$ cat src/rtl/dp_pd_packer.sv
// Width-converting packer: concatenates up to RATIO narrow pd beats into one
// wide registered output beat, with early close via in_last and a lane mask.
module dp_pd_packer #(
  parameter int unsigned PW    = 32,
  parameter int unsigned RATIO = 4
) (
  input  logic                  clk,
  input  logic                  reset,
  input  logic                  in_valid,
  output logic                  in_ready,
  input  logic [PW-1:0]         in_pd,
  input  logic                  in_last,
  output logic                  out_valid,
  input  logic                  out_ready,
  output logic [PW*RATIO-1:0]   out_pd,
  output logic [RATIO-1:0]      out_mask,
  output logic                  out_last
);

  localparam int unsigned CW   = $clog2(RATIO);
  localparam int unsigned OW   = PW * RATIO;
  localparam int unsigned AW   = PW * (RATIO - 1);
  localparam logic [CW-1:0] CNT_MAX = CW'(RATIO - 1);

  logic [CW-1:0]    cnt_q, cnt_d;
  logic [AW-1:0]    acc_q, acc_d;
  logic [OW-1:0]    out_pd_q, out_pd_d;
  logic [RATIO-1:0] out_mask_q, out_mask_d;
  logic             out_last_q, out_last_d;
  logic             out_valid_q, out_valid_d;
  logic             in_fire;
  logic             completing;

  // A held output beat blocks input unless it is being drained this cycle.
  assign in_ready   = !out_valid_q || out_ready;
  assign in_fire    = in_valid && in_ready;
  assign completing = in_fire && ((cnt_q == CNT_MAX) || in_last);

  always_comb begin
    cnt_d       = cnt_q;
    acc_d       = acc_q;
    out_pd_d    = out_pd_q;
    out_mask_d  = out_mask_q;
    out_last_d  = out_last_q;
    out_valid_d = out_valid_q;

    if (out_valid_q && out_ready) begin
      out_valid_d = 1'b0;
    end

    if (in_fire && !completing) begin
      for (int i = 0; i < int'(RATIO) - 1; i++) begin
        if (CW'(i) == cnt_q) begin
          acc_d[i*PW +: PW] = in_pd;
        end
      end
      cnt_d = cnt_q + CW'(1);
    end

    // Lanes below cnt come from the accumulator, lane cnt is the closing beat.
    if (completing) begin
      out_pd_d = '0;
      for (int i = 0; i < int'(RATIO) - 1; i++) begin
        if (CW'(i) < cnt_q) begin
          out_pd_d[i*PW +: PW] = acc_q[i*PW +: PW];
        end
      end
      for (int i = 0; i < int'(RATIO); i++) begin
        if (CW'(i) == cnt_q) begin
          out_pd_d[i*PW +: PW] = in_pd;
        end
        out_mask_d[i] = (CW'(i) <= cnt_q);
      end
      out_last_d  = in_last;
      out_valid_d = 1'b1;
      cnt_d       = '0;
      acc_d       = '0;
    end
  end

  always_ff @(posedge clk) begin
    if (reset) begin
      cnt_q       <= '0;
      acc_q       <= '0;
      out_pd_q    <= '0;
      out_mask_q  <= '0;
      out_last_q  <= 1'b0;
      out_valid_q <= 1'b0;
    end else begin
      cnt_q       <= cnt_d;
      acc_q       <= acc_d;
      out_pd_q    <= out_pd_d;
      out_mask_q  <= out_mask_d;
      out_last_q  <= out_last_d;
      out_valid_q <= out_valid_d;
    end
  end

  assign out_valid = out_valid_q;
  assign out_pd    = out_pd_q;
  assign out_mask  = out_mask_q;
  assign out_last  = out_last_q;

endmodule
$ cat config.mk
export PLATFORM = sky130hd
export DESIGN_NAME = dp_pd_packer
export DESIGN_NICKNAME = d
export VERILOG_FILES = /design/src/rtl/dp_pd_packer.sv
export SDC_FILE = /design/constraint.sdc
export NUM_CORES = 1
export LEC_CHECK = 0
export ABC_CLOCK_PERIOD_IN_PS = 2500
export CORE_MARGIN = 5
export CORE_UTILIZATION = 54
export CTS_BUF_LIST = sky130_fd_sc_hd__clkbuf_8
export CTS_CLUSTER_DIAMETER = 60
export DETAILED_ROUTE_END_ITERATION = 10
export PLACE_DENSITY = 0.82
export SETUP_SLACK_MARGIN = 0.2
export SKIP_CTS_REPAIR_TIMING = 1
export SLEW_MARGIN = 20
export SYNTH_ARGS = -nofsm -noshare
export SYNTH_HDL_FRONTEND = slang
export SYNTH_SLANG_ARGS = --single-unit
$ cat constraint.sdc
create_clock -name clk -period 2.5 [get_ports clk]
set_clock_uncertainty 0.2 [all_clocks]
set_input_delay 0.625 -clock clk [delete_from_list [all_inputs] [get_ports clk]]
set_output_delay 0.625 -clock clk [all_outputs]
set_load 0.01 [all_outputs]
==> results.toml <==
[run_status]
status = "finished clean"

[final_layout]
fin_area_um2 = 12300
fin_util_pct = 70.7
area_growth_pct = 27.7
multi_input_area_um2 = 4310
nFillCells = 1309
fin_nets = 1092
antennaDiodeCount = 0
drive_gt1_share_pct = 11.2
seq_area_um2 = 4640

[global_route]
use_met1_pct = 35.1
grt-ovfl-total = 0
antenna_found_initial = 0
grt_pass1_wl_mm = 44.0
use_met3_pct = 4.69
grt.busiest_layer = "met2"
groute.layer.met2.usage_pct = 42.7
grt_start_max_net_pins = 56
first_global_vias = 8133
grtUsageTotal_pct = 26.0

[critical_path]
crit_path_end_kind = "output port"
start_kind = "register"
critPathRequiredTime_ps = 1670
cpPeakStageDelay_ps = 600
cp_max_fo = 2
cp_num_buf_inv = 1
setup.worst_path.class = "reg -> out"
cp_slowest_cell = "clkdlybuf4s50_1"
worst_path_dominant_cell_family = "buffers and inverters"
arrival_ps = 1450
path_cells = "clkdlybuf4s50_1"

[timing]
drv_slew = 0
period_needed_ps = 2270
fin_crit_sh_pct = 90.9
worst_pin_slew_ps = 581
finalSetupViolCount = 0
slew-limit-headroom_pct = 61.2
hold_ws_ps = 265
hold_viol = 0
max_freq_ghz = 0.440
rsz0062_at_grt = "no"
layout_setup_ws_ps = 226

[cts]
h-tree-depth = 2
clk_latency_ps = 520
cts_sinks = 232
clock_path_buffers = 3
clkSlewWorstSetupHoldPaths_ps = 60
cts_tree = "yes"
cts_buffers = 38
clockRootBuffer = "clkbuf_8"

[routing]
drt_iter0_markers = 842
drt_first_pass_iters = 5
wl_mm = 28.0
final_antenna_net_count = 0
drc_errors = 0
wl_per_cell_um = 21.5
viasPerCell = 6.58
dr_total_vias = 8548

[yosys]
syn_inst = 907
synthArstFlopShare_pct = 0
synthDistinctLibCells = 34
synth_edf_count = 0
syn_avg_cell_area_um2 = 10.6
syn_area_um2 = 9610
ys_seq_area_share_pct = 48.3
synth_nets = 950
ys_ff_latch = 232
yosys_warnings = 0
synth_ff_type = "dfxtp_1"

[power_and_ir_drop]
swShare_pct = 26.4
p_seq_share_pct = 47.9
p_int_mw = 6.03
pwr-share-clk_pct = 38.4
p_leak_nw = 4.86
peakVddDrop_mv = 0.382
power_density_nw_per_um2 = 668
pwr-share-comb_pct = 13.7
switchingPower_mw = 2.16

[floorplan]
die_w_um = 143
floorplan.rows = 48
design.core.area_um2 = 17400
start_util_pct = 55.4
die-area_um2 = 20600
fp.dieH_um = 143
num_io_pins = 172

[placed_design]
gp_congestion = 0.791
dpl.hpwl_mm = 17.8
io_buffers = 171
dp_slack_ps = -93.5
postPlaceCellArea_um2 = 11500

[worst_hold_path]
hold_path.class = "reg -> reg"

[run]
drv_cap = 0
-- synth_stat cells (6+ instances only) --
library cell	count	area share [%]
clkbuf_1	39	1.5
buf_2	54	2.8
a211oi_1	98	7.7
buf_6	11	1.3
mux2i_1	32	3.3
ha_1	6	0.78
a32o_1	96	10
a31oi_1	98	6.4
a21oi_1	67	3.5
buf_4	16	1.2
nor2b_1	32	2.1
dfxtp_1	232	48
a22o_1	32	2.9
and3b_1	64	5.8
-- cell usage in the layout (no fill, tap or decap) --
master	n
a31oi_4	1
mux2i_1	32
a21oi_1	67
nor2b_4	1
o21ai_0	1
nor3_1	1
a21o_1	1
clkdlybuf4s50_1	155
nor2_1	2
inv_2	2
nand3_1	1
a31oi_1	98
nor4_4	1
nor3_2	1
clkinvlp_4	1
o21a_1	3
clkbuf_8	47
o211ai_4	2
o211ai_1	1
or2_4	1
buf_4	43
dlymetal6s2s_1	14
inv_6	1
nand4_1	1
nor2b_1	32
ha_2	3
and4_1	3
a32o_1	96
a22o_1	32
ha_1	3
o31ai_1	1
dfxtp_1	232
and3b_1	64
clkinv_2	4
a211oi_1	98
inv_1	16
buf_12	12
-- metrics by stage --
step | setup TNS (ps) | cells | power (mW)
2_1_floorplan | 0 | 907 | 4.60
3_3_place_gp | -97.9 | 1234 | 5.09
3_5_place_dp | -1290 | 1234 | 5.11
4_1_cts | -96.6 | 1299 | 8.23
5_1_grt | 0 | 1299 | 8.51
6_report | 0 | 1299 | 8.20
-- layer usage --
layer	up-vias	share of wire [%]
met3	42	6.9
met1	4258	44
met4	0	1.6
met5	-	0
met2	359	48
li1	3889	-
-- registers in the layout, indices dropped and copies added (netlist names) --
register / count
out_pd: 128
acc_q: 96
out_mask: 4
cnt_q: 2
out_last: 1
out_valid: 1
-- worst paths after layout --
| check | start | end | slack, ps | depth (start not counted) |
|---|---|---|---|---|
| worst min-delay path | out_mask[3] | out_mask[3] | 260 | 1 |
| worst max register to register | cnt_q[0] | out_pd[81] | 450 | 6 |
| worst max-delay path | out_pd[31] | out_pd[31] | 230 | 1 |
| worst min register to register | out_mask[3] | out_mask[3] | 260 | 1 |
-- power by group through the flow --
stage	clock [mW]	combinational (mW)	sequential [mW]
2_1_floorplan	0	0.561	4.04
3_5_place_dp	0	1.11	4.00
5_1_grt	3.38	1.19	3.94
3_3_place_gp	0	1.09	4.00
6_report	3.15	1.12	3.93
4_1_cts	3.19	1.12	3.92
-- final cells by class --
type / instances / share of cell area (%)
Inverter: 6 / 0.224
Tap cell: 225 / 2.29
Clock inverter: 18 / 0.622
Timing Repair Buffer: 224 / 18.7
Clock buffer: 47 / 5.27
Multi-Input combinational cell: 547 / 35.1
Sequential cell: 232 / 37.8
-- cells by family (layout without fill, tap and decap cells) --
group,Yosys count,count (layout),synth area share (%)
AOI/OAI and AO/OA,401,401,31.4
adders and majority gates,6,6,0.781
buffers and inverters,128,295,7.25
DFF,232,232,48.3
muxes,32,32,3.33
and+or+nand+nor,108,108,8.89
Power figures use the tool's default switching activity.
